### config.mk
export PLATFORM = sky130hd
export DESIGN_NAME = layer_compositor
export DESIGN_NICKNAME = d
export VERILOG_FILES = /design/src/rtl/layer_compositor.sv
export SDC_FILE = /design/constraint.sdc
export NUM_CORES = 1
export LEC_CHECK = 0
export CAP_MARGIN = 20
export CORE_AREA = 2 2 110 112
export DETAILED_ROUTE_END_ITERATION = 8
export DIE_AREA = 0 0 112 114
export PLACE_DENSITY = 0.77
export SLEW_MARGIN = 20
export SYNTH_ARGS = -nofsm -noshare
export SYNTH_HDL_FRONTEND = slang
export SYNTH_SLANG_ARGS = --single-unit
### constraint.sdc
create_clock -name pixel_clk -period 5.4 [get_ports pixel_clk]
set_clock_uncertainty 0.05 [all_clocks]
set_input_delay 1.08 -clock pixel_clk [delete_from_list [all_inputs] [get_ports pixel_clk]]
set_output_delay 1.08 -clock pixel_clk [all_outputs]
set_load 0.03 [all_outputs]
### src/rtl/layer_compositor.sv
// Priority compositor: the lowest-index enabled active layer wins, with 2-stage pipeline and per-frame occlusion flags.
// Optional blink of layer 0 is enabled by defining LAYER_BLINK_EN.
module layer_compositor #(
  parameter int unsigned NUM_LAYERS   = 5,
  parameter logic [23:0] BG_RGB       = 24'h000000,
  parameter int unsigned BLINK_FRAMES = 16
) (
  input  logic                             pixel_clk,
  input  logic                             rst,
  input  logic                             fsync,
  input  logic                             active,
  input  logic signed [11:0]               hpos,
  input  logic signed [11:0]               vpos,
  input  logic [NUM_LAYERS-1:0]            layer_active,
  input  logic [NUM_LAYERS*24-1:0]         layer_rgb,
  input  logic [NUM_LAYERS-1:0]            mask_in,
  input  logic                             mask_wr,
  output logic [2:0][7:0]                  pixel,
  output logic                             active_out,
  output logic signed [11:0]               hpos_out,
  output logic signed [11:0]               vpos_out,
  output logic                             fsync_out,
  output logic [$clog2(NUM_LAYERS+1)-1:0]  winner,
  output logic [NUM_LAYERS-1:0]            hidden_flags
);

  localparam int unsigned WW = $clog2(NUM_LAYERS + 1);
  localparam logic [WW-1:0] NoWin = WW'(NUM_LAYERS);

  logic blink_ok;

`ifdef LAYER_BLINK_EN
  localparam int unsigned CW = (BLINK_FRAMES > 1) ? $clog2(2 * BLINK_FRAMES) : 1;
  logic [CW-1:0] blink_cnt_q, blink_cnt_d;

  always_comb begin
    blink_cnt_d = blink_cnt_q;
    if (fsync) begin
      blink_cnt_d = (blink_cnt_q == CW'(2 * BLINK_FRAMES - 1)) ? '0 : blink_cnt_q + 1'b1;
    end
  end

  always_ff @(posedge pixel_clk) begin
    if (rst) blink_cnt_q <= '0;
    else     blink_cnt_q <= blink_cnt_d;
  end

  assign blink_ok = (blink_cnt_q < CW'(BLINK_FRAMES));
`else
  // BLINK_FRAMES is kept for interface compatibility; layer 0 is never blanked here.
  assign blink_ok = (BLINK_FRAMES >= 1) || (BLINK_FRAMES == 0);
`endif

  logic [NUM_LAYERS-1:0] live_mask_q, live_mask_d;
  logic [NUM_LAYERS-1:0] pend_mask_q, pend_mask_d;
  logic [NUM_LAYERS-1:0] hidden_acc_q, hidden_acc_d;
  logic [NUM_LAYERS-1:0] hidden_flags_q, hidden_flags_d;

  logic [WW-1:0]         winner_s1_q, winner_s1_d;
  logic [23:0]           rgb_s1_q, rgb_s1_d;
  logic                  act_s1_q, act_s1_d;
  logic                  fsync_s1_q, fsync_s1_d;
  logic signed [11:0]    hpos_s1_q, hpos_s1_d;
  logic signed [11:0]    vpos_s1_q, vpos_s1_d;

  logic [23:0]           pixel_q, pixel_d;
  logic [WW-1:0]         winner_q, winner_d;
  logic                  active_out_q, active_out_d;
  logic                  fsync_out_q, fsync_out_d;
  logic signed [11:0]    hpos_out_q, hpos_out_d;
  logic signed [11:0]    vpos_out_q, vpos_out_d;

  logic [NUM_LAYERS-1:0] eff_mask, req, hits;
  logic [WW-1:0]         win_idx;
  logic [23:0]           win_rgb;
  logic                  found, higher;

  always_comb begin
    eff_mask    = live_mask_q;
    eff_mask[0] = live_mask_q[0] & blink_ok;
    req         = layer_active & eff_mask;

    win_idx = NoWin;
    win_rgb = BG_RGB;
    found   = 1'b0;
    hits    = '0;
    higher  = 1'b0;
    for (int unsigned i = 0; i < NUM_LAYERS; i++) begin
      if (req[i] && !found) begin
        win_idx = WW'(i);
        win_rgb = layer_rgb[i*24 +: 24];
        found   = 1'b1;
      end
      hits[i] = active & req[i] & higher;
      higher  = higher | req[i];
    end

    // A write coinciding with fsync must land at this boundary, so live takes the post-write pending value.
    pend_mask_d = mask_wr ? mask_in : pend_mask_q;
    live_mask_d = fsync ? pend_mask_d : live_mask_q;

    hidden_flags_d = hidden_flags_q;
    hidden_acc_d   = hidden_acc_q | hits;
    if (fsync) begin
      hidden_flags_d = hidden_acc_q | hits;
      hidden_acc_d   = '0;
    end

    winner_s1_d = (active && found) ? win_idx : NoWin;
    rgb_s1_d    = win_rgb;
    act_s1_d    = active;
    fsync_s1_d  = fsync;
    hpos_s1_d   = hpos;
    vpos_s1_d   = vpos;

    pixel_d      = act_s1_q ? rgb_s1_q : BG_RGB;
    winner_d     = act_s1_q ? winner_s1_q : NoWin;
    active_out_d = act_s1_q;
    fsync_out_d  = fsync_s1_q;
    hpos_out_d   = hpos_s1_q;
    vpos_out_d   = vpos_s1_q;
  end

  always_ff @(posedge pixel_clk) begin
    if (rst) begin
      live_mask_q    <= '1;
      pend_mask_q    <= '1;
      hidden_acc_q   <= '0;
      hidden_flags_q <= '0;
      winner_s1_q    <= NoWin;
      rgb_s1_q       <= BG_RGB;
      act_s1_q       <= 1'b0;
      fsync_s1_q     <= 1'b0;
      hpos_s1_q      <= '0;
      vpos_s1_q      <= '0;
      pixel_q        <= BG_RGB;
      winner_q       <= NoWin;
      active_out_q   <= 1'b0;
      fsync_out_q    <= 1'b0;
      hpos_out_q     <= '0;
      vpos_out_q     <= '0;
    end else begin
      live_mask_q    <= live_mask_d;
      pend_mask_q    <= pend_mask_d;
      hidden_acc_q   <= hidden_acc_d;
      hidden_flags_q <= hidden_flags_d;
      winner_s1_q    <= winner_s1_d;
      rgb_s1_q       <= rgb_s1_d;
      act_s1_q       <= act_s1_d;
      fsync_s1_q     <= fsync_s1_d;
      hpos_s1_q      <= hpos_s1_d;
      vpos_s1_q      <= vpos_s1_d;
      pixel_q        <= pixel_d;
      winner_q       <= winner_d;
      active_out_q   <= active_out_d;
      fsync_out_q    <= fsync_out_d;
      hpos_out_q     <= hpos_out_d;
      vpos_out_q     <= vpos_out_d;
    end
  end

  assign pixel        = pixel_q;
  assign winner       = winner_q;
  assign active_out   = active_out_q;
  assign fsync_out    = fsync_out_q;
  assign hpos_out     = hpos_out_q;
  assign vpos_out     = vpos_out_q;
  assign hidden_flags = hidden_flags_q;

endmodule

Yosys cells after proc, flatten, opt, wreduce, memory -nomap -nowiden

Index checks and enable logic that the tools add are counted.

Register bits after elaboration: 126
Output and inout bits: 58
Word-level logic and storage cells: 61

Multiplexer cells: 16
Bitwise operators: 15
Reduce and logical (&&, ||, !) cells: 13

Operator list:

| cell                | number |
|---|---|
| $mux W24            | 5 |
| $mux W3             | 4 |
| $and A1 B1 Y1       | 8 |
| $mux W1             | 6 |
| $reduce_or A2 Y1    | 3 |
| $and A5 B5 Y5       | 1 |
| $logic_and A1 B1 Y1 | 5 |
| $mux W5             | 1 |
| $or A5 B5 Y5        | 1 |
| $logic_not A1 Y1    | 4 |
| $or A1 B1 Y1        | 3 |
| $reduce_or A3 Y1    | 1 |
| $not A1 Y1          | 2 |

Depth between registers and ports, before layout

Depth in word-level cells: 17
Depth in mapped cells: 7

Worst setup path before layout

Ideal clock, no wire load.

Path kind: input-to-reg
Start: input layer_active[0]
End: register rgb_s1_q[21]
Library setup time: 0.088 ns
Arrival time: 2.446 ns
Data required time: 5.262 ns
Slack: 2.816 ns
Stages: 7
Path buffers: 3
Cells stage by stage: buf_6 a222oi_1 and3_1 buf_6 buf_8 nand2_1 a311oi_2

Longest elaborated chain between the ends: 14
Elaborated cells between the ends (all ways): 18
Classes of those cells: 9 x mux; 1 x bitwise; 8 x reduce/logical

RTL lines:

| what                 | RTL line | text |
|---|---|---|
| start, declared      | 14       | `input logic [NUM_LAYERS-1:0] layer_active,` |
| $and A5 B5 Y5 *      | 81       | `req = layer_active & eff_mask;` |
| $mux W1              | 89       | `if (req[i] && !found) begin` |
| $logic_not A1 Y1     | 89       |  |
| $logic_and A1 B1 Y1  | 89       |  |
| $mux W1              | 89       |  |
| $logic_not A1 Y1     | 89       |  |
| $logic_and A1 B1 Y1  | 89       |  |
| $mux W1              | 89       |  |
| $logic_not A1 Y1     | 89       |  |
| $logic_and A1 B1 Y1  | 89       |  |
| $mux W1              | 89       |  |
| $logic_not A1 Y1     | 89       |  |
| $logic_and A1 B1 Y1  | 89       |  |
| $mux W24 *           | 89       |  |
| end signal, assigned | 148      | `rgb_s1_q <= rgb_s1_d;` |
| end, declared        | 60       | `logic [23:0] rgb_s1_q, rgb_s1_d;` |

Mark *: on every way between the ends. The rest lies on a longest branch, timed or not.
A chain may end at the register's enable or synchronous reset.

Worst setup path in the final report

Start: input layer_active[0]
End: register rgb_s1_q[23]

The elaborated chain is that of the path after synthesis.

==> flow_summary.toml <==
[global_route]
grt_max_degree = 49
grt_pass1_vias = 4071
antenna_found_initial = 1
overflow = 0
grt_pass1_wl_mm = 20.8
grt_use_total_pct = 20.9

[layout]
fill_cells = 980
layout-drive-gt1-share_pct = 6.59
final_util_pct = 62.5
area_growth_pct = 61.1
stdcell_count = 831
nNetsFinal = 829

[yosys]
synth.top_cell.area_share_pct = 54.7
ys.flop_type = "dfxtp_1"
synth-async-reset-ratio_pct = 0
avgSynthCellArea_um2 = 9.64
synth_top_cells_by_count = "dfxtp_1, nor2b_1, nand3_1"
ys_top_cells_by_area = "dfxtp_1, nor2b_1, mux2i_1, nand3_1, a311oi_1"
ys_seq_area_share_pct = 54.7
syn_area_mm2 = 0.00454
ys_types = 28
syn_nets = 630
yosys.area.top_type = "dfxtp_1"
yosysMostFrequentCell = "dfxtp_1"
synth-edff-count = 0
ys_ff_latch = 124
syn_inst = 471
synth_warnings = 0

[power_and_ir_drop]
clkPwrFrac_pct = 47.3
swShare_pct = 22.6
power.total_w = 0.00244
power.density_mw_per_mm2 = 334
power_frac_comb_pct = 12.5
leakage_nw = 2.91
p_int_w = 0.00189
switchingPower_w = 0.000551
p_seq_share_pct = 40.1
ir_drop_mv = 0.248

[sta]
fin_crit_sh_pct = 63.9
finalSetupViolCount = 0
worst_pin_slew_ns = 0.989
tns_ns = 0
setup_ws_ns = 1.95
drv_slew = 0
slew_headroom_pct = 34.0
rsz0062_at_grt = "false"
fmax_ghz = 0.290
finalHoldViolCount = 0
fin_crit_ns = 3.45

[routing]
dr.pass1.iters = 5
wl_per_cell_um = 16.5
ant_nets = 0
routed_via_density = 5.00
routed-via-count = 4157
drcViolationCount = 0
drt_iter0_drc = 399
routed_wl_mm = 13.7

[placed_design]
gp_congestion = 0.855
portBuffers = 215
dpl_worst_slack_ns = 1.56
dp_hpwl_mm = 9.95
dp_cells = 798

[worst_hold_path]
min_from = "winner_s1_q[0]$_SDFF_PP1_"
whs_path_depth = 1
holdPathEnd = "winner[0]$_SDFF_PP1_"
worstHoldPathType = "reg -> reg"

[floorplan]
start_util_pct = 38.8
die_w_um = 112
die-area_mm2 = 0.0128
die_h_um = 114
core_area_mm2 = 0.0117
rows = 40
ios = 217

[critical_path]
rr_worst_depth = 4
cp.arrival_ns = 3.69
start_kind = "primary input"
reg2reg_slack_ns = 2.55
required_ns = 5.64
worstReg2RegEnd = "rgb_s1_q[23]$_SDFF_PP0_"
r2r_start = "eff_mask[0]$_SDFFE_PP1P_"
path_max_fanout = 27
worstSetupPathType = "in -> reg"
worstSetupEndpointType = "register"

[clocking]
clock-sinks = 124
cts_buffers = 17
cts_resized = 0
clkLatencyLatePin_ns = 0.39
cts_tree = "built"
clk_pin_slew_ns = 0.05
cts_max_level = 4
cts_hold_buf = 0
clk_path_buf_depth = 2
root_buffer = "clkbuf_16"
postCtsSetupRepairBufs = 0

[flow_run]
max_cap_violations = 0

[status]
status = "finished, final reports clean"
## worst max-delay path by stage
stage	from	to	slack [ns]	cells past startpoint
detailed placement	layer_active[0]	rgb_s1_q[23]$_SDFF_PP0_	1.56	6
global placement	layer_active[0]	rgb_s1_q[21]$_SDFF_PP0_	1.65	6
floorplan	layer_active[0]	rgb_s1_q[21]$_SDFF_PP0_	2.82	7
global route	layer_active[0]	rgb_s1_q[17]$_SDFF_PP0_	1.75	6
CTS	layer_active[0]	rgb_s1_q[23]$_SDFF_PP0_	1.96	6
finish	layer_active[0]	rgb_s1_q[23]$_SDFF_PP0_	1.95	6
## cell type report
type                       count  area, µm²  area share (%)
antenna                        1       2.50          0.0342
clock buffer                  20        457            6.24
clock inverter                12        161            2.21
multi-input combinational    306       1840            25.1
sequential                   124       2480            33.9
tap                          147        184            2.51
timing repair buffer         221       2190            30.0
## state kept, by name, summed over array words and instances, names as in the netlist, 3 cells and up
signal        cells
pend_mask_q       5
hpos_out_d       12
hidden_flags      4
winner_s1_q       3
winner            3
pixel            24
vpos_out_d       12
hpos_out         12
vpos_out         12
hidden_acc_q      4
eff_mask          5
rgb_s1_q         24
## routing by layer
metal	share of wire, %	track usage (%)
met5	0	0
met3	9.7	6.75
met1	39	24.7
met4	1.9	7.07
met2	49	36.0
## kinds of logic after synthesis
kind of cell / Yosys count / share of synthesized area [%]
simple gates: 214 / 24.4
buf+inv: 41 / 4.85
mux: 29 / 6.39
other cells: 1 / 0.0826
flops: 124 / 54.7
compound gates: 62 / 9.64
## power groups by stage
stage,Combinational [W],Sequential [W],Clock [W]
4_1_cts,0.000307,0.000981,0.00118
3_5_place_dp,0.000305,0.00100,0
3_3_place_gp,0.000300,0.000998,0
6_report,0.000306,0.000981,0.00116
2_1_floorplan,0.000116,0.00102,0
5_1_grt,0.000326,0.000985,0.00123
## critical path, stage by stage
cell and delay (ns):
clkdlybuf4s50_1 0.40, buf_4 0.23, a222oi_1 0.63, and3_1 0.87
nand2_1 0.14, a311oi_1 0.32
## layout by cell type (no fill, tap or decap), drive strengths merged
cell / instances
clkdlybuf4s50: 214
dfxtp: 124
nor2b: 52
nand3: 49
nor2: 36
nand2: 31
mux2i: 29
and2: 26
o21ai: 24
a311oi: 24
clkbuf: 20
nand2b: 7
buf: 7
a21oi: 6
or2: 5
nor3: 4
a211oi: 4
clkinv: 4
bufinv: 3
clkinvlp: 3
a41oi: 2
nand4: 2
inv: 2
diode: 1
a222oi: 1
nor3b: 1
and3: 1
o211ai: 1
conb: 1
## stage by stage
stage	hold WS (ns)	area (µm²)
CTS	0.365	7310
global route	0.370	7310
finish	0.359	7320
detailed placement	0.353	6700
floorplan	0.336	4540
global placement	0.352	6700
Power figures use the tool's default switching activity.
